## config.mk

```make
export PLATFORM = sky130hd
export DESIGN_NAME = seq_alu
export DESIGN_NICKNAME = d
export VERILOG_FILES = /design/src/rtl/seq_alu.sv
export SDC_FILE = /design/constraint.sdc
export NUM_CORES = 1
export LEC_CHECK = 0
export ABC_AREA = 1
export ABC_CLOCK_PERIOD_IN_PS = 3330
export CORE_UTILIZATION = 43
export CTS_BUF_LIST = sky130_fd_sc_hd__clkbuf_16
export DETAILED_ROUTE_END_ITERATION = 8
export PLACE_DENSITY = 0.62
export SLEW_MARGIN = 20
export SYNTH_ARGS = -nofsm -noshare
export SYNTH_HDL_FRONTEND = slang
export SYNTH_SLANG_ARGS = --single-unit
```

## constraint.sdc

```tcl
create_clock -name clk -period 3.33 [get_ports clk]
set_input_delay 0.4995 -clock clk [delete_from_list [all_inputs] [get_ports clk]]
set_output_delay 0.4995 -clock clk [all_outputs]
set_load 0.02 [all_outputs]
```

## src/rtl/seq_alu.sv

```systemverilog
// Registered ALU with a multi-cycle shift-add unsigned multiplier.
// Non-MUL ops complete in one cycle; MUL iterates one partial product per cycle.
module seq_alu #(
    parameter int WIDTH = 8
) (
    input  logic             clk,
    input  logic             reset,
    input  logic             _iStart,
    input  logic [3:0]       _iOp,
    input  logic [WIDTH-1:0] _iA,
    input  logic [WIDTH-1:0] _iB,
    input  logic             _iC,
    output logic             _oBusy,
    output logic             _oDone,
    output logic [WIDTH-1:0] _oResult,
    output logic [WIDTH-1:0] _oResultHi,
    output logic             _oFlagCarry,
    output logic             _oFlagZero,
    output logic             _oFlagNeg
);
    localparam int CNT_W = $clog2(WIDTH + 1);

    typedef enum logic [1:0] {IDLE, MUL_RUN, DONE} state_t;
    typedef enum logic [3:0] {
        OP_ADD = 4'd0, OP_SUB = 4'd1, OP_NOR = 4'd2, OP_NAND = 4'd3,
        OP_XOR = 4'd4, OP_XNOR = 4'd5, OP_SHL = 4'd6, OP_SHR = 4'd7,
        OP_ROL = 4'd8, OP_ROR = 4'd9, OP_MUL = 4'd10
    } op_t;

    state_t             state, stateNext;
    logic [WIDTH-1:0]   mulA, accHi, accLo;
    logic [CNT_W-1:0]   cnt;

    logic [WIDTH-1:0]   aluR;
    logic               aluCarry, aluValid;
    logic [WIDTH:0]     addSum, subRhs, subDiff, mulSum;
    logic [WIDTH-1:0]   nextHi, nextLo;

    always_comb begin
        aluR     = '0;
        aluCarry = 1'b0;
        aluValid = 1'b1;
        addSum   = {1'b0, _iA} + {1'b0, _iB} + {{WIDTH{1'b0}}, _iC};
        subRhs   = {1'b0, _iB} + {{WIDTH{1'b0}}, _iC};
        // Bit WIDTH of the widened difference is set exactly when A < B+C.
        subDiff  = {1'b0, _iA} - subRhs;
        case (_iOp)
            OP_ADD:  begin aluR = addSum[WIDTH-1:0];  aluCarry = addSum[WIDTH];  end
            OP_SUB:  begin aluR = subDiff[WIDTH-1:0]; aluCarry = subDiff[WIDTH]; end
            OP_NOR:  aluR = ~(_iA | _iB);
            OP_NAND: aluR = ~(_iA & _iB);
            OP_XOR:  aluR = _iA ^ _iB;
            OP_XNOR: aluR = ~(_iA ^ _iB);
            OP_SHL:  begin aluR = {_iA[WIDTH-2:0], _iC};       aluCarry = _iA[WIDTH-1]; end
            OP_SHR:  begin aluR = {_iC, _iA[WIDTH-1:1]};       aluCarry = _iA[0];       end
            OP_ROL:  begin aluR = {_iA[WIDTH-2:0], _iA[WIDTH-1]}; aluCarry = _iA[WIDTH-1]; end
            OP_ROR:  begin aluR = {_iA[0], _iA[WIDTH-1:1]};    aluCarry = _iA[0];       end
            default: aluValid = 1'b0;
        endcase
    end

    always_comb begin
        mulSum = {1'b0, accHi} + (accLo[0] ? {1'b0, mulA} : '0);
        nextHi = mulSum[WIDTH:1];
        nextLo = {mulSum[0], accLo[WIDTH-1:1]};
    end

    always_comb begin
        stateNext = state;
        case (state)
            IDLE:    if (_iStart) stateNext = (_iOp == OP_MUL) ? MUL_RUN : DONE;
            // Leave on the step that takes the counter from 1 to 0.
            MUL_RUN: if (cnt == CNT_W'(1)) stateNext = DONE;
            DONE:    stateNext = IDLE;
            default: stateNext = IDLE;
        endcase
    end

    always_ff @(posedge clk or posedge reset) begin
        if (reset) begin
            state       <= IDLE;
            mulA        <= '0;
            accHi       <= '0;
            accLo       <= '0;
            cnt         <= '0;
            _oResult    <= '0;
            _oResultHi  <= '0;
            _oFlagCarry <= 1'b0;
            _oFlagZero  <= 1'b0;
            _oFlagNeg   <= 1'b0;
        end else begin
            state <= stateNext;
            case (state)
                IDLE: if (_iStart) begin
                    if (_iOp == OP_MUL) begin
                        mulA  <= _iA;
                        accHi <= '0;
                        accLo <= _iB;
                        cnt   <= CNT_W'(WIDTH);
                    end else if (aluValid) begin
                        _oResult    <= aluR;
                        _oResultHi  <= '0;
                        _oFlagCarry <= aluCarry;
                        _oFlagZero  <= (aluR == '0);
                        _oFlagNeg   <= aluR[WIDTH-1];
                    end
                end
                MUL_RUN: begin
                    accHi <= nextHi;
                    accLo <= nextLo;
                    cnt   <= cnt - CNT_W'(1);
                    if (cnt == CNT_W'(1)) begin
                        _oResult    <= nextLo;
                        _oResultHi  <= nextHi;
                        _oFlagCarry <= (nextHi != '0);
                        _oFlagZero  <= ({nextHi, nextLo} == '0);
                        _oFlagNeg   <= nextHi[WIDTH-1];
                    end
                end
                default: ;
            endcase
        end
    end

    assign _oBusy = (state == MUL_RUN);
    assign _oDone = (state == DONE);
endmodule
```

Word-level counts from Yosys, hierarchy flattened
Cells that the tools add are included.
Storage, ports and cells
  output and inout bits: 21
  bits in registers: 49
  bits of input ports: 24
  word-level logic and storage cells: 95
Cells by class
  multiplexer cells: 42
  reduce and logical (&&, ||, !) cells: 13
  bitwise logic cells: 6
  add/sub/neg operators: 6
  eq/ne operators: 18
Operators by type and width (number)
  8-bit 2-to-1 mux: 13
  8-bit case mux with 10 select lines: 1
  8-bit case mux with 2 select lines: 4
  8-bit inverter: 3
  8-bit by 8-bit adder with 9-bit output: 2
  4-bit by 3-bit == test with 1-bit output, second input constant: 4
  16-bit logical NOT: 1
  1-bit 2-to-1 mux: 13
  4-bit == test, second input constant: 3
  10-bit OR reduction: 1
  8-bit by 1-bit adder with 9-bit output: 1
  9-bit by 1-bit adder with 9-bit output: 1
  8-bit by 9-bit subtractor with 9-bit output: 1
  8-bit AND: 1
  4-bit by 1-bit == test with 1-bit output, second input constant: 2
  4-bit by 2-bit == test with 1-bit output, second input constant: 2
  8-bit logical NOT: 1
  4-bit 2-to-1 mux: 2
  2-bit != test, second input constant: 4
  8-bit bitwise OR: 1
  4-bit case mux with 2 select lines: 1
  8-bit nonzero test: 1
  8-bit bitwise XOR: 1
  2-bit 2-to-1 mux: 3
  14 further kinds: 18

Longest topological paths before layout
  depth in word-level cells: 8
  depth in mapped cells: 18

Worst setup path before layout
Ideal clock, no wire load.
  path kind: input port to flip-flop
  from: input _iB[0]
  to: register _oFlagZero
  setup slack: 1.106 ns
  stages on the path: 16
  required time: 3.265 ns
  setup time: 0.065 ns
  path buffers: 0
  arrival: 2.159 ns
  cell sequence: inv_1 fa_1 fa_1 inv_1 nand2_1 nand2_1 nor2_1 nor2_1 nand3_1 nor2_1 nand2_1 nor2_1 nand3_1 nand2_1 nand2_1 nand2_1
On the way
  cells in the longest elaborated chain, start to end: 8
Ends and longest elaborated chain
  start: declaration: line 11  | input logic [WIDTH-1:0] _iB,
  8-bit by 1-bit adder with 9-bit output (tied with other cells): line 44  | subRhs = {1'b0, _iB} + {{WIDTH{1'b0}}, _iC};
  8-bit by 9-bit subtractor with 9-bit output (tied with other cells): line 46  | subDiff = {1'b0, _iA} - subRhs;
  8-bit case mux with 10 select lines (*): line 47  | case (_iOp)
  8-bit logical NOT (*): line 104  | _oFlagZero <= (aluR == '0);
  1-bit 2-to-1 mux (*): line 100  | end else if (aluValid) begin
  1-bit 2-to-1 mux (*): line 95  | if (_iOp == OP_MUL) begin
  1-bit 2-to-1 mux (*): line 94  | IDLE: if (_iStart) begin
  1-bit case mux with 2 select lines (*): line 93  | case (state)
  end signal: assignment: line 104
  end signal: assignment: line 116  | _oFlagZero <= ({nextHi, nextLo} == '0);
  end: declaration: line 18  | output logic _oFlagZero,
Mark *: on every way between the ends. The rest lies on a longest branch, timed or not. The select of a mux whose other input is x is not followed.
A chain may end at the register's enable or synchronous reset.

Worst setup path in the final report
  from: input _iA[0]
  to: register _oFlagZero
On the way
  cells in the longest elaborated chain, start to end: 8
Ends and longest elaborated chain
  start: declaration: line 10  | input logic [WIDTH-1:0] _iA,
  8-bit by 8-bit adder with 9-bit output (tied with other cells): line 43  | addSum = {1'b0, _iA} + {1'b0, _iB} + {{WIDTH{1'b0}}, _iC};
  9-bit by 1-bit adder with 9-bit output (tied with other cells): line 43
  8-bit case mux with 10 select lines (*): line 47
  8-bit logical NOT (*): line 104
  1-bit 2-to-1 mux (*): line 100
  1-bit 2-to-1 mux (*): line 95
  1-bit 2-to-1 mux (*): line 94
  1-bit case mux with 2 select lines (*): line 93
Marked as above.

==> flow_metrics.tcl <==
set metrics [dict create \
    setup_violations 0 \
    drv_slew 0 \
    fin_skew_ns 0.0102 \
    yosysTopAreaCellShare_pct 28.9 \
    power.leakage_nw 2.83 \
    end_kind "register" \
    ys_ff_latch 49 \
    die_y_um 101 \
    p_int_mw 1.74 \
    status "complete, no violations" \
    grt_pass1_vias 4188 \
    clockBufferDepth 2 \
    crit_family "adder cells" \
    arrival_ns 3.07 \
    cts_resized 0 \
    drc 0 \
    yosysWarnings 0 \
    cp_data_required_time_ns 3.56 \
    start_util_pct 45.1 \
    synth.cell_area_um2 4250 \
    max-cap-violations 0 \
    pwr-share-comb_pct 48.7 \
    max_stage_delay_ns 0.64 \
    core_area_um2 9420 \
    synth_common_cells "nand2_1, inv_1, nand3_1" \
    hpwl_um 10600 \
    rr_endpoint "_oFlagZero" \
    die_width_um 101 \
    powerDensity_nw_per_um2 587 \
    cts_made_buffers 5 \
    critPathKind "in -> reg" \
    cpMostUsedCell "nand2_1" \
    rrSetupSlack_ns 0.87 \
    r2r-start "accLo[0]" \
    worstPathMaxFanout 6 \
    yosysTopAreaCell "dfrtp_1" \
    seqPwrFrac_pct 32.0 \
    grt_pass1_wl_um 21100 \
    drt_iter0_markers 284 \
    synth_edf_count 0 \
    drive_above_1_share_pct 5.60 \
    fin_crit_ns 2.84 \
    period_share_pct 85.2 \
    gp_congestion 0.962 \
    htreeDepth 2 \
    crit_chain "clkdlybuf4s50_1 > fa_1 > ha_1 > xor2_1 > a21oi_1 > nand2_1 > nor2_1 > nand3_1 > nor2_1 > nand3_1 > nand2_1 > nand2_1 > nand2_1" \
    finalSetupTns_ns 0 \
    worst_setup_path_start_kind "primary input" \
    yosysMostFrequentCell "nand2_1" \
    synth_cells 654 \
    grt_overflow 0 \
    hold_depth 2 \
    hold_viol_final 0 \
    grt_usage_pct 27.0 \
    max_slew_margin_pct 43.0 \
    grt_max_degree 50 \
    rows 35 \
    drt-pass1-iter-count 5 \
    diodes 0 \
    syn_area_per_cell_um2 6.49 \
    p_sw_share_pct 42.1 \
    insertion_delay_ns 0.29 \
    placed_area_um2 4940 \
    cts_sinks 49 \
    viasPerCell 5.20 \
    min_to "_oResultHi[2]" \
    cp_slowest_cell "fa_1" \
    port_buffers 44 \
    tightest_slew_ns 0.854 \
    hold_class "reg -> reg" \
    wirelength_um 12900 \
    ctsHoldBuffers 0 \
    cts_tree "yes" \
    nets 782 \
    ys_types 29 \
    synth_ff_type "dfrtp_1" \
    whs_ns 0.481 \
    crit_buf_inv 1 \
    vias 4383 \
    areaGrowthSynthToFinish_pct 20.4 \
    dieArea_um2 10300 \
    cts.clk_slew.worst_paths_ns 0.07 \
    r2r_cells 13 \
    ant_nets 0 \
    vdd_drop_max_uv 314 \
    finalInstanceArea_um2 5110 \
    rsz0062_at_grt "no" \
    syn_nets 723 \
    hold_path.startpoint "_oResultHi[2]" \
    fmax_mhz 352 \
    drt-wirelength-per-cell_um 15.3 \
    ys_top_cells_by_area "dfrtp_1, nand2_1, ha_1" \
    clkPwrFrac_pct 19.3 \
    io_pins 45 \
    cts_setup_buffers 0 \
    antenna_found_initial 0 \
    p_sw_mw 1.26 \
    synthArstFlopShare_pct 100 \
    clockRootBuffer "clkbuf_16" \
    synth-seq-area-share_pct 28.9 \
]
==> power by group through the flow <==
stage / Clock, mW / Sequential [mW] / Combinational (mW)
after floorplan: 0 / 1.00 / 0.910
after global placement: 0 / 0.964 / 1.44
after detailed placement: 0 / 0.971 / 1.46
after CTS: 0.594 / 0.964 / 1.46
after global routing: 0.611 / 0.988 / 1.65
final: 0.579 / 0.961 / 1.46
==> per-stage QoR <==
stage	power, mW	setup WS, ns	instances	util (%)
2_1_floorplan	1.91	1.11	654	-
3_3_place_gp	2.40	0.218	835	52.5
3_5_place_dp	2.43	0.203	835	52.5
4_1_cts	3.02	0.491	843	54.3
5_1_grt	3.25	0.222	843	54.3
6_report	3.00	0.493	843	54.3
==> how the worst max path moves through the flow <==
| stage | start | endpoint | slack (ns) | cells past startpoint |
|---|---|---|---|---|
| after floorplan | _iB[0] | _oFlagZero | 1.11 | 16 |
| after global placement | _iA[0] | _oFlagZero | 0.22 | 13 |
| after detailed placement | _iA[0] | _oFlagZero | 0.20 | 13 |
| after CTS | _iA[0] | _oFlagZero | 0.49 | 13 |
| after global routing | _iA[0] | _oFlagZero | 0.22 | 16 |
| final | _iA[0] | _oFlagZero | 0.49 | 13 |
==> worst register-to-register path, cell delays in order (launching register included) <==
cell     delay, ns
dfrtp_1       0.47
nand2_1       0.10
inv_1         0.04
ha_1          0.20
fa_1          0.43
nand3_1       0.09
nand2_1       0.10
xnor2_1       0.19
nand2_1       0.08
nor3_1        0.34
nand3_1       0.18
nand2_1       0.10
nand2_1       0.05
nand2_1       0.05
==> cell usage in the layout, fill, tap and decap left out, types with 2 or more instances in the layout <==
master           instances
nand2_1                238
ha_1                    40
a31oi_1                  6
or2_2                    5
o21ai_0                 29
dfrtp_1                 49
buf_4                   20
o22ai_1                  2
xnor2_1                  4
nor4_1                   2
nand3b_1                 5
inv_1                   92
nand3_1                 61
clkinv_2                 2
o221ai_1                 5
clkbuf_16                5
o211ai_1                 4
o21ai_1                  2
clkdlybuf4s50_1         44
xor2_1                   3
nor3_1                   2
nand4_1                  6
inv_2                    2
nor2_1                  58
fa_1                     5
a21oi_1                 16
==> registers in the layout (all words and copies together) (netlist names) <==
name and flops:
_oResult 8, cnt 4, _oFlagNeg 1, accHi 8, _oResultHi 8, _oFlagCarry 1, mulA 8, _oFlagZero 1
state 2, accLo 8
==> kinds of logic after synthesis <==
kind of cell    after synthesis  share of synthesized area [%]
compound gates               65                           8.64
xor+xnor                      7                           1.44
flops                        49                           28.9
buf+inv                     107                           9.70
simple gates                381                           37.2
fa+ha+maj                    45                           14.1
==> cell type report <==
class,count,area [µm²]
clock buffers,5,125
clock inverters,3,43.8
fillers,946,4300
inverters,95,358
multi-input cells,498,2610
flip-flops and latches,49,1230
well taps,129,161
repair buffers,64,591
==> layer usage <==
layer | track usage [%] | vias up | part of all wire, %
met5 | 0 | - | 0
met4 | 8.92 | 0 | 3.2
met3 | 3.93 | 28 | 5.9
met2 | 46.4 | 148 | 47
met1 | 34.9 | 2023 | 43
li1 | - | 2184 | -
Note: power is estimated with default switching activity, not from simulation.
==> edit, RTL diff (config.mk and constraints unchanged) <==
Change the parameter `WIDTH` from 8 to 16.
--- a/src/rtl/seq_alu.sv
+++ b/src/rtl/seq_alu.sv
@@ -1,7 +1,7 @@
 // Registered ALU with a multi-cycle shift-add unsigned multiplier.
 // Non-MUL ops complete in one cycle; MUL iterates one partial product per cycle.
 module seq_alu #(
-    parameter int WIDTH = 8
+    parameter int WIDTH = 16
 ) (
     input  logic             clk,
     input  logic             reset,
Interface: changed (resized _iA, _iB, _oResult and _oResultHi); port bits go from 45 to 77. The function was not compared with the original's and may differ.
==> edit against the original RTL <==
- total power increased by 78%
- largest cell class unchanged
- sequential cell count increased by 41
- combinational power rose by 88%
- setup slack got worse by 0.25 ns
- cell area grew 110%
- area after synthesis grew 100%
- wire length up 110%
- clock power is 57% higher
==> edit: results (changes against the original RTL) <==
** Status
- Outcome :: completed (unchanged)

** Global route
- The number of global-route vias before repair is 8485 (was 4188).
- Global-route wire length before repair :: 43000 µm (was 21100 µm)
- The met3 track demand over resource in global routing is 0.0252 (was 0.0393).
- The fraction of met1 tracks used by global routing was 0.363 (was 0.349).

** Layout
- Nets :: 1649 (was 782)
- The multi-input logic portion of the cell area was 0.511 (was 0.510).
- The final non-filler cell total was 1793 (was 843).
- Proportion of final cell area spent on non-clock buffers :: 0.148 (was 0.116)
- Syn-to-layout area delta :: 23.7% (was 20.4%)
- The count of filler cells inserted in the layout is 1991 (was 946).
- Non-clock inverters :: 202 (was 95)
- The relative area of clock buffers and inverters in the final design came to 0.0246 (was 0.0330).

** Synth
- Complex-gate fraction of the synthesized area :: 0.114 (was 0.0864)
- The number of different library cells in the post-synthesis netlist came to 41 (was 29).
- Cells taking the most area after synthesis :: sky130_fd_sc_hd__dfrtp_1 26%, sky130_fd_sc_hd__nand2_1 21%, sky130_fd_sc_hd__ha_1 12% (was sky130_fd_sc_hd__dfrtp_1 29%, sky130_fd_sc_hd__nand2_1 21%, sky130_fd_sc_hd__ha_1 12%)
- The mean cell area of the mapped netlist is 6.27 µm² (was 6.49 µm²).
- Share of synthesized cell area in full adder, half adder and majority cells :: 0.129 (was 0.141)
- Xor and xnor area share after synthesis :: 0.00923 (was 0.0144)

** Route
- The violation count after the first detailed-routing iteration came to 692 (was 284).
- The detailed-route vias per instance came to 5.06 (was 5.20).

** STA
- The max-slew headroom at the worst pin is 0.583 (was 0.430).
- The final cycle utilization of the critical path came to 0.927 (was 0.852).

** Clock network
- The number of sinks handled by clock tree synthesis was 90 (was 49).
- The H-tree depth reported by CTS is 3 (was 2).
- Source-to-sink clock delay at the later pin of the worst-skew pair :: 0.35 ns (was 0.29 ns)

** Power
- Maximum vdd ir drop :: 0.267 mV (was 0.314 mV)
- The power dissipated in combinational cells came to 2.75 mW (was 1.46 mW).
- The cell internal power dissipation was 3.06 mW (was 1.74 mW).
- The clock network power share is 0.170 (was 0.193).

** Critical path
- Slack of the worst reg-to-reg path :: 0.59 ns (was 0.87 ns)
- Critical Path AT :: 3.37 ns (was 3.07 ns)
- The longest individual stage delay on the worst path came to 0.51 ns (was 0.64 ns).

** Place
- The placed standard-cell area was 10300 µm² (was 4940 µm²).
- Count of buffers inserted at the top-level ports :: 76 (was 44)
- The weighted congestion reported at the end of routability-driven placement came to 0.929 (was 0.962).
[edit: changes by cell type in the layout (fill, tap and decap cells not counted), moves of 41 or more]
cell,delta
sky130_fd_sc_hd__buf_4,+81
sky130_fd_sc_hd__inv_1,+102
sky130_fd_sc_hd__nand3_1,+55
sky130_fd_sc_hd__o21ai_0,+58
sky130_fd_sc_hd__dfrtp_1,+41
sky130_fd_sc_hd__nand2_1,+244
sky130_fd_sc_hd__nor2_1,+41
[edit: worst register-to-register path, stage by stage (launching register included)]
cell,delay [ns]
sky130_fd_sc_hd__dfrtp_1,0.41
sky130_fd_sc_hd__nand2_1,0.08
sky130_fd_sc_hd__inv_1,0.04
sky130_fd_sc_hd__ha_1,0.19
sky130_fd_sc_hd__fa_1,0.41
sky130_fd_sc_hd__nand3_1,0.09
sky130_fd_sc_hd__nand2_1,0.11
sky130_fd_sc_hd__nand3_1,0.10
sky130_fd_sc_hd__nand2_1,0.12
sky130_fd_sc_hd__or2_2,0.31
sky130_fd_sc_hd__nand2_1,0.06
sky130_fd_sc_hd__nand2_1,0.04
sky130_fd_sc_hd__nor3_1,0.18
sky130_fd_sc_hd__buf_4,0.16
sky130_fd_sc_hd__nand3_1,0.09
sky130_fd_sc_hd__nand2_1,0.09
sky130_fd_sc_hd__nand2_1,0.05
sky130_fd_sc_hd__nand2_1,0.05
sky130_fd_sc_hd__nand2_1,0.05
[edit: final timing paths]
check / start / to / cells after the start
max: _iC / _oFlagZero / 22
min: _oResultHi[6] / _oResultHi[6] / 2
max reg2reg: accLo[0] / _oFlagCarry / 18
min reg2reg: _oResultHi[6] / _oResultHi[6] / 2
max in group asynchronous: reset / accLo[5] / 3
min in group asynchronous: reset / cnt[3] / 2
[edit: timing repair]
item,CTS,global route
endpoints found under the hold margin,0,0
gates resized for setup,0,3
setup endpoints to repair,0,2
